**config.mk**
```make
export PLATFORM = sky130hd
export DESIGN_NAME = eth_phy_10g_tx_fault_gen_flat
export DESIGN_NICKNAME = d
export VERILOG_FILES = /design/src/rtl/eth_phy_10g_tx_fault_gen_if.sv /design/src/rtl/eth_phy_10g_tx_fault_gen.sv /design/src/flat_wrapper.sv
export SDC_FILE = /design/constraint.sdc
export NUM_CORES = 1
export LEC_CHECK = 0
export CORE_MARGIN = 2
export CORE_UTILIZATION = 38
export DETAILED_ROUTE_END_ITERATION = 12
export GPL_ROUTABILITY_DRIVEN = 0
export PLACE_DENSITY = 0.84
export SYNTH_ARGS = -nofsm -noshare
export SYNTH_HDL_FRONTEND = slang
export SYNTH_SLANG_ARGS = --single-unit
```
**constraint.sdc**
```tcl
create_clock -name clk -period 1.75 [get_ports clk]
set_input_delay 0.2625 -clock clk [delete_from_list [all_inputs] [get_ports clk]]
set_output_delay 0.2625 -clock clk [all_outputs]
set_load 0.02 [all_outputs]
```
**src/rtl/eth_phy_10g_tx_fault_gen_if.sv**
```systemverilog
// Encoded TX block stream in and out of the fault generator, together with the RX link status and the config/status sideband.
interface eth_phy_10g_tx_fault_gen_if #(
  parameter int DATA_WIDTH = 64,
  parameter int HDR_WIDTH  = 2
);
  logic [DATA_WIDTH-1:0] encoded_tx_data;
  logic [HDR_WIDTH-1:0]  encoded_tx_hdr;
  logic [DATA_WIDTH-1:0] serdes_tx_data;
  logic [HDR_WIDTH-1:0]  serdes_tx_hdr;
  logic                  rx_block_lock;
  logic                  rx_high_ber;
  logic                  cfg_tx_fault_enable;
  logic                  status_tx_fault_active;

  modport master (
    output encoded_tx_data, encoded_tx_hdr, rx_block_lock, rx_high_ber, cfg_tx_fault_enable,
    input  serdes_tx_data, serdes_tx_hdr, status_tx_fault_active
  );

  modport slave (
    input  encoded_tx_data, encoded_tx_hdr, rx_block_lock, rx_high_ber, cfg_tx_fault_enable,
    output serdes_tx_data, serdes_tx_hdr, status_tx_fault_active
  );
endinterface

```
**src/rtl/eth_phy_10g_tx_fault_gen.sv**
```systemverilog
// 10GBASE-R TX fault generator: replaces the encoded stream with Remote Fault blocks while the RX link is unhealthy,
// holds RF for 125 us after recovery, then resumes passthrough on a frame boundary.
module eth_phy_10g_tx_fault_gen #(
  parameter int DATA_WIDTH  = 64,
  parameter int HDR_WIDTH   = 2,
  parameter int COUNT_125US = int'(125000/6.4)
) (
  input  logic                       clk,
  input  logic                       rst,
  eth_phy_10g_tx_fault_gen_if.slave  bus
);

  localparam int unsigned COUNT_WIDTH = $clog2(COUNT_125US + 1);

  localparam logic [1:0]  HDR_CTRL   = 2'b01;
  localparam logic [63:0] IDLE_BLOCK = 64'h00000000_0000001E;
  localparam logic [63:0] RF_BLOCK   = 64'h00000000_0200004B;
  localparam logic [63:0] ERR_BLOCK  = {{8{7'h1E}}, 8'h1E};

  if (DATA_WIDTH != 64) begin : g_bad_data_width
    $error("eth_phy_10g_tx_fault_gen: DATA_WIDTH must be 64");
  end
  if (HDR_WIDTH != 2) begin : g_bad_hdr_width
    $error("eth_phy_10g_tx_fault_gen: HDR_WIDTH must be 2");
  end

  typedef enum logic [1:0] {
    ST_PASS   = 2'd0,
    ST_FAULT  = 2'd1,
    ST_CLEAR  = 2'd2,
    ST_RESUME = 2'd3
  } state_t;

  state_t                  state, state_nxt;
  logic [COUNT_WIDTH-1:0]  timer, timer_nxt;
  logic                    in_frame, in_frame_nxt;
  logic [DATA_WIDTH-1:0]   data_nxt;
  logic [HDR_WIDTH-1:0]    hdr_nxt;
  logic                    active_nxt;

  logic       fault_cond;
  logic       is_ctrl;
  logic       frame_start;
  logic       safe;
  logic [7:0] blk_type;

  assign fault_cond  = bus.cfg_tx_fault_enable & (~bus.rx_block_lock | bus.rx_high_ber);
  assign blk_type    = bus.encoded_tx_data[7:0];
  assign is_ctrl     = (bus.encoded_tx_hdr == HDR_CTRL);
  assign frame_start = is_ctrl & ((blk_type == 8'h78) | (blk_type == 8'h33) | (blk_type == 8'h66));
  // Boundary check uses the tracker value from before this block updates it.
  assign safe        = is_ctrl & ~in_frame;

  // Frame tracker follows the input stream in every state; only control blocks move it.
  always_comb begin
    in_frame_nxt = in_frame;
    if (is_ctrl) begin
      in_frame_nxt = frame_start;
    end
  end

  // Next state and output block selection.
  always_comb begin
    state_nxt  = state;
    timer_nxt  = timer;
    hdr_nxt    = HDR_CTRL;
    data_nxt   = RF_BLOCK;
    active_nxt = 1'b1;
    case (state)
      ST_PASS: begin
        if (fault_cond) begin
          state_nxt = ST_FAULT;
          // Truncate a frame in flight with an error block so the far end discards it.
          if (in_frame) begin
            data_nxt = ERR_BLOCK;
          end
        end else begin
          hdr_nxt    = bus.encoded_tx_hdr;
          data_nxt   = bus.encoded_tx_data;
          active_nxt = 1'b0;
        end
      end
      ST_FAULT: begin
        if (!bus.cfg_tx_fault_enable) begin
          state_nxt = ST_RESUME;
        end else if (!fault_cond) begin
          state_nxt = ST_CLEAR;
          timer_nxt = COUNT_WIDTH'(COUNT_125US);
        end
      end
      ST_CLEAR: begin
        if (!bus.cfg_tx_fault_enable) begin
          state_nxt = ST_RESUME;
        end else if (fault_cond) begin
          state_nxt = ST_FAULT;
        end else if (timer != '0) begin
          timer_nxt = timer - COUNT_WIDTH'(1);
        end else begin
          state_nxt = ST_RESUME;
        end
      end
      ST_RESUME: begin
        if (fault_cond) begin
          state_nxt = ST_FAULT;
        end else if (safe) begin
          state_nxt  = ST_PASS;
          hdr_nxt    = bus.encoded_tx_hdr;
          data_nxt   = bus.encoded_tx_data;
          active_nxt = 1'b0;
        end
      end
      default: begin
        state_nxt = ST_PASS;
      end
    endcase
  end

  always_ff @(posedge clk) begin
    if (rst) begin
      state                      <= ST_PASS;
      timer                      <= COUNT_WIDTH'(COUNT_125US);
      in_frame                   <= 1'b0;
      bus.serdes_tx_hdr          <= HDR_CTRL;
      bus.serdes_tx_data         <= IDLE_BLOCK;
      bus.status_tx_fault_active <= 1'b0;
    end else begin
      state                      <= state_nxt;
      timer                      <= timer_nxt;
      in_frame                   <= in_frame_nxt;
      bus.serdes_tx_hdr          <= hdr_nxt;
      bus.serdes_tx_data         <= data_nxt;
      bus.status_tx_fault_active <= active_nxt;
    end
  end

endmodule
```
**src/flat_wrapper.sv**
```systemverilog
// flat-port wrapper written by rule: the top's interface ports become plain ports
module eth_phy_10g_tx_fault_gen_flat 
#(
  parameter int DATA_WIDTH  = 64,
  parameter int HDR_WIDTH   = 2,
  parameter int COUNT_125US = int'(125000/6.4)
)
  (clk, rst, bus_encoded_tx_data, bus_encoded_tx_hdr, bus_rx_block_lock, bus_rx_high_ber, bus_cfg_tx_fault_enable, bus_serdes_tx_data, bus_serdes_tx_hdr, bus_status_tx_fault_active);
  eth_phy_10g_tx_fault_gen_if #(.DATA_WIDTH(DATA_WIDTH), .HDR_WIDTH(HDR_WIDTH)) bus_i ();
  input  logic clk;
  input  logic rst;
  input wire logic [$bits(bus_i.encoded_tx_data)-1:0] bus_encoded_tx_data;
  input wire logic [$bits(bus_i.encoded_tx_hdr)-1:0] bus_encoded_tx_hdr;
  input wire logic [$bits(bus_i.rx_block_lock)-1:0] bus_rx_block_lock;
  input wire logic [$bits(bus_i.rx_high_ber)-1:0] bus_rx_high_ber;
  input wire logic [$bits(bus_i.cfg_tx_fault_enable)-1:0] bus_cfg_tx_fault_enable;
  output wire logic [$bits(bus_i.serdes_tx_data)-1:0] bus_serdes_tx_data;
  output wire logic [$bits(bus_i.serdes_tx_hdr)-1:0] bus_serdes_tx_hdr;
  output wire logic [$bits(bus_i.status_tx_fault_active)-1:0] bus_status_tx_fault_active;
  assign bus_i.encoded_tx_data = bus_encoded_tx_data;
  assign bus_i.encoded_tx_hdr = bus_encoded_tx_hdr;
  assign bus_i.rx_block_lock = bus_rx_block_lock;
  assign bus_i.rx_high_ber = bus_rx_high_ber;
  assign bus_i.cfg_tx_fault_enable = bus_cfg_tx_fault_enable;
  assign bus_serdes_tx_data = bus_i.serdes_tx_data;
  assign bus_serdes_tx_hdr = bus_i.serdes_tx_hdr;
  assign bus_status_tx_fault_active = bus_i.status_tx_fault_active;
  eth_phy_10g_tx_fault_gen #(.DATA_WIDTH(DATA_WIDTH), .HDR_WIDTH(HDR_WIDTH), .COUNT_125US(COUNT_125US)) u_core (.clk(clk), .rst(rst), .bus(bus_i));
endmodule
```
### Yosys cells after proc, flatten, opt, wreduce, memory -nomap -nowiden

Cells that the tools add are included.

| cells by class | value |
|---|---|
| muxes and demuxes | 28 |
| reductions and logical operators | 5 |
| add/subtract/negate cells | 1 |
| equal/unequal tests | 16 |
| bitwise operators | 8 |

Operators by type and width:

| kind | count |
|---|---|
| $mux W64 | 3 |
| $pmux W64 S2 | 1 |
| $mux W15 | 5 |
| $mux W62 | 1 |
| $pmux W15 S2 | 1 |
| $mux W2 | 11 |
| $eq A8 B7 Y1 const B | 2 |
| $reduce_bool A15 Y1 | 1 |
| $sub A15 B1 Y15 const B | 1 |
| $eq A8 B6 Y1 const B | 1 |
| $ne A2 B2 Y1 const B | 4 |
| $pmux W2 S4 | 1 |
| $reduce_and A6 Y1 | 1 |
| $eq A2 B1 Y1 const B | 2 |
| $eq A2 B2 Y1 const B | 2 |
| $ne A2 B1 Y1 const B | 2 |
| $ne A4 B3 Y1 const B | 1 |
| $pmux W2 S2 | 1 |
| $reduce_and A4 Y1 | 1 |
| $and A1 B1 Y1 | 3 |
| $mux W1 | 3 |
| $ne A3 B1 Y1 const B | 1 |
| $ne A3 B3 Y1 const B | 1 |
| $or A1 B1 Y1 | 3 |
| other kinds (4) | 5 |

| word-level totals | value |
|---|---|
| output and inout port bits | 67 |
| flip-flop bits (word level) | 85 |
| input bits | 71 |
| word-level logic and storage cells | 64 |

### Logic depth before layout (Yosys ltp)

| depth | value |
|---|---|
| depth after elaboration | 6 |
| mapped depth | 7 |
| depth with buffers taken out | 6 |

### Worst setup path after synthesis

Ideal clock, no wire load.

| timing path | value |
|---|---|
| path type | register -> register |
| start point | reg u_core.state[0] |
| end point | reg u_core.timer[5] |
| path buffers | 1 |
| data required time | 1679 ps |
| stages on the path, launching flop included | 8 |
| setup slack | -43 ps |
| data arrival time | 1722 ps |
| setup time | 71 ps |
| period minus slack after synthesis | 1793 ps |
| cells stage by stage | dfxtp_1 inv_1 ha_1 clkbuf_1 or2_2 nand4_2 or4_1 a21oi_1 |

| on the way | value |
|---|---|
| word-level cells in the longest chain between the ends | 3 |
| elaborated cells between the ends (all ways) | 10 |
| those cells by class | eq/ne: 7; mux: 1; reduce/logical: 2 |

RTL lines:

| item | line | text |
|---|---|---|
| from (decl) | eth_phy_10g_tx_fault_gen.sv:34 | `state_t state, state_nxt;` |
| from (signal assigned) | eth_phy_10g_tx_fault_gen.sv:127 | `state <= state_nxt;` |
| $eq A2 B2 Y1 / $eq A2 B1 Y1 (equally long branches) | eth_phy_10g_tx_fault_gen.sv:69 | `case (state)` |
| $ne A2 B2 Y1 (no line) (tied with other cells) | -- |  |
| $reduce_and A6 Y1 (no line) | -- |  |
| to (signal assigned) | eth_phy_10g_tx_fault_gen.sv:121 | `timer <= COUNT_WIDTH'(COUNT_125US);` |
| to (signal assigned) | eth_phy_10g_tx_fault_gen.sv:128 | `timer <= timer_nxt;` |
| to (decl) | eth_phy_10g_tx_fault_gen.sv:35 | `logic [COUNT_WIDTH-1:0] timer, timer_nxt;` |

Several ways; a longest one is shown, not always the timed one.
A chain may end at the register's enable or synchronous reset.

### Worst setup path after layout

| timing path | value |
|---|---|
| start point | reg u_core.timer[0] |
| end point | reg u_core.timer[2] |

| on the way | value |
|---|---|
| word-level cells in the longest chain between the ends | 5 |
| elaborated cells between the ends (all ways) | 8 |
| those cells by class | add/sub: 1; eq/ne: 1; mux: 4; reduce/logical: 2 |

RTL lines:

| item | line | text |
|---|---|---|
| $sub A15 B1 Y15 | eth_phy_10g_tx_fault_gen.sv:97 | `timer_nxt = timer - COUNT_WIDTH'(1);` |
| $mux W15 | eth_phy_10g_tx_fault_gen.sv:96 | `end else if (timer != '0) begin` |
| $mux W15 | eth_phy_10g_tx_fault_gen.sv:94 | `end else if (fault_cond) begin` |
| $mux W15 | eth_phy_10g_tx_fault_gen.sv:92 | `if (!bus.cfg_tx_fault_enable) begin` |
| $pmux W15 S2 | eth_phy_10g_tx_fault_gen.sv:69 |  |

Several ways; a longest one is shown, not always the timed one. The select of a mux whose other input is x is not followed.

==> flow_metrics.py <==
metrics = {
    "critical_path": {
        "path_class": "reg -> reg",
        "reg2reg_setup_slack_ns": 0.05,
        "r2r-start": "u_core.timer[0]",
        "critPathCaptureType": "flip-flop",
        "worstPathArrival_ns": 1.97,
        "r2r-end": "u_core.timer[2]",
        "reg2regPathDepth": 6,
        "cp-start-kind": "flip-flop",
        "cp_max_fo": 6,
        "required_ns": 2.03,
    },
    "power_and_ir_drop": {
        "switching_share": 0.324,
        "clkPwrFrac": 0.227,
        "ir_drop_mv": 0.709,
        "p_switching_mw": 1.97,
        "pwr_density_cell_mw_per_mm2": 1170,
        "cellLeakagePower_nw": 1.96,
        "pwr-share-comb": 0.381,
        "seq_power_share": 0.392,
        "internal_power_mw": 4.12,
    },
    "place": {
        "dp_slack_ns": -0.335,
        "numPortBuffers": 137,
        "hpwl_um": 6670,
    },
    "logic_synthesis": {
        "yosysUniqueCellTypes": 49,
        "synth_simple_gate_area_share": 0.222,
        "syn_inst": 321,
        "synthesis.area_sq_mm": 0.00323,
        "yosysWarnings": 0,
        "synth_fa_ha_area_frac": 0.0194,
        "synth_xor_area_frac": 0,
        "synth_top_family_by_area": "simple AND/OR/NAND/NOR gates",
        "synth_ff_type": "dfxtp_1",
        "synth_fp_nets": 397,
        "seq_area_frac_synth": 0.527,
        "synthArstFlopShare": 0,
        "synth_edf_count": 0,
        "synth-compound-area-share": 0.184,
        "synthMuxAreaShare": 0.0155,
        "ys_ff_latch": 85,
        "postSynthAreaPerCell_sq_um": 10.1,
    },
    "final_layout": {
        "antenna_cells": 0,
        "layout-drive-gt1-share": 0.158,
        "layout.nets": 566,
        "area_growth_pct": 61.9,
    },
    "floorplan": {
        "rows": 33,
        "start_util": 0.393,
        "dieArea_sq_mm": 0.00925,
        "io_pins": 138,
        "die_x_um": 96.2,
        "die_h_um": 96.2,
        "core_area_sq_mm": 0.00822,
    },
    "route": {
        "ant_nets": 0,
        "vias": 2996,
        "totalWireLength_um": 8720,
        "drc": 0,
        "drt_iter0_markers": 129,
        "first_pass_iters": 4,
        "vias_per_cell": 5.00,
        "wire_per_inst_um": 14.6,
    },
    "worst_hold_path": {
        "hold_start": "bus_encoded_tx_data[55]",
        "hold_depth": 2,
        "hp-class": "in -> reg",
        "min_to": "u_core.bus.serdes_tx_data[55]",
    },
    "sta": {
        "fin_skew_ns": 0.0196,
        "setup_viol": 0,
        "final.setup.worst_slack_ns": 0.0530,
        "hold_violations": 0,
        "period_share": 0.970,
        "finalMaxSlewViolations": 0,
        "tns_ns": 0,
        "fmax_ghz": 0.589,
        "slew_headroom": 0.656,
        "worstMarginPinSlew_ns": 0.512,
        "period_needed_ns": 1.70,
        "rsz0062_at_grt": "yes",
    },
    "clocking": {
        "cts_tree": "built",
        "path_clk_slew_ns": 0.09,
        "cts_buffers": 9,
        "cts.htree.levels": 3,
        "clkSinkCount": 85,
        "clk_path_buf_depth": 2,
        "clk_latency_ns": 0.35,
        "cts_hold_buf": 0,
        "cts_root_buffer": "clkbuf_8",
    },
    "global_route": {
        "grtUsageTotal": 0.185,
        "grtUsageMet1": 0.208,
        "antenna_found_initial": 0,
        "use_met2": 0.324,
        "first_global_vias": 2934,
        "grt_overflow": 0,
        "use_met3": 0.0650,
        "grt_pass1_wl_um": 13500,
        "top_usage_layer": "met2",
        "grt_max_degree": 32,
    },
    "job": {
        "drv_cap": 0,
    },
    "outcome": {
        "status": "complete, no violations",
    },
}
-- kinds of logic (layout without fill, tap and decap cells) --
logic type      Yosys count  count (layout)
buf+inv                  26             199
simple gates            112             112
mux                       5               5
compound gates           88              88
fa+ha+maj                 5               5
flops                    85              85
-- metrics by stage --
stage	hold WS [ns]	util	power, mW	instances	area (sq um)
2_1_floorplan	0.332	-	3.54	321	3240
3_3_place_gp	0.472	0.604	4.65	583	4960
3_5_place_dp	0.479	0.604	4.72	583	4960
4_1_cts	0.451	0.629	6.12	598	5170
5_1_grt	0.456	0.636	6.43	599	5230
6_report	0.466	0.636	6.09	599	5230
-- Yosys cell counts, drive strengths merged, types with 2 or more instances --
cell    instances  area, sq um
dfxtp          85         1700
and2           31          194
o21a           31          233
o21ai          16         80.1
nor2           15         56.3
a21oi          13         65.1
clkbuf         13         48.8
inv            12         45.0
nand2          10         40.0
nor3            7         45.0
o31ai           7         52.6
nand2b          6         37.5
a31oi           5         31.3
ha              5         62.6
mux2i           5         50.1
nand3           5         25.0
or3             5         31.3
and4            4         35.0
nor4            4         46.3
nor4b           4         41.3
or4             4         30.0
nand3b          3         22.5
nand4           3         25.0
nor3b           3         22.5
a21boi          2         15.0
a21o            2         15.0
nand4b          2         17.5
o211ai          2         15.0
o22ai           2         12.5
o32ai           2         17.5
-- per-layer routing --
layer | routed length [um] | vias to the layer above
met4 | 102 | 0
li1 | - | 1481
met1 | 3400 | 1389
met3 | 785 | 6
met5 | 0 | -
met2 | 4430 | 120
-- power by group through the flow --
stage	clock [mW]	combinational, mW	sequential (mW)
after detailed placement	0	2.28	2.43
after CTS	1.42	2.31	2.39
final	1.38	2.32	2.39
after global placement	0	2.24	2.41
after global routing	1.49	2.51	2.42
after floorplan	0	0.693	2.85
-- sequential cells by signal (all words and copies together) (netlist names) --
| name | count |
|---|---|
| u_core.timer | 15 |
| u_core.bus.serdes_tx_hdr | 2 |
| u_core.bus.serdes_tx_data | 64 |
| u_core.state | 2 |
| u_core.in_frame | 1 |
| u_core.bus.status_tx_fault_active | 1 |
-- layout by cell type (no fill, tap or decap), types with 4 or more instances in the layout --
cell / n
a21oi_1: 11
a31oi_1: 5
and2_1: 31
buf_4: 34
clkbuf_8: 9
clkdlybuf4s50_1: 137
dfxtp_1: 81
dfxtp_2: 4
inv_1: 12
mux2i_1: 5
nand2_1: 9
nand2b_1: 6
nand3_1: 5
nor2_1: 14
nor3_1: 5
o21a_1: 31
o21ai_0: 16
o31ai_1: 7
or3_1: 5
-- area by class of cell --
class | instances | area, sq um
multi-input cells | 210 | 1510
clock buffers | 9 | 124
repair buffers | 172 | 1650
clock inverters | 6 | 70.1
inverters | 12 | 45.0
flip-flops and latches | 85 | 1710
fillers | 628 | 2990
well taps | 105 | 131
-- repair_timing --
item                       4_1_cts  5_1_grt
pin swaps                        0        2
setup buffers                    0        1
gates resized for setup          5       14
setup endpoints to repair        4       68
-- worst max-delay path: stages, from the launching register on --
cell and delay [ns]:
dfxtp_2 0.35, inv_1 0.04, ha_1 0.21, nor4b_2 0.17, and4_2 0.28, or4_4 0.43, a21oi_2 0.14
-- worst max path at each step --
| stage | from | end | slack (ns) | cells past startpoint |
|---|---|---|---|---|
| floorplan | u_core.state[0] | u_core.bus.serdes_tx_data[10] | 0.02 | 7 |
| global placement | bus_rx_block_lock | u_core.timer[5] | -0.25 | 5 |
| detailed placement | bus_rx_block_lock | u_core.timer[2] | -0.34 | 5 |
| CTS | u_core.timer[1] | u_core.timer[2] | 0.01 | 6 |
| global route | u_core.timer[0] | u_core.timer[5] | -0.02 | 6 |
| finish | u_core.timer[0] | u_core.timer[2] | 0.05 | 6 |
(Power assumes the default switching activity.)
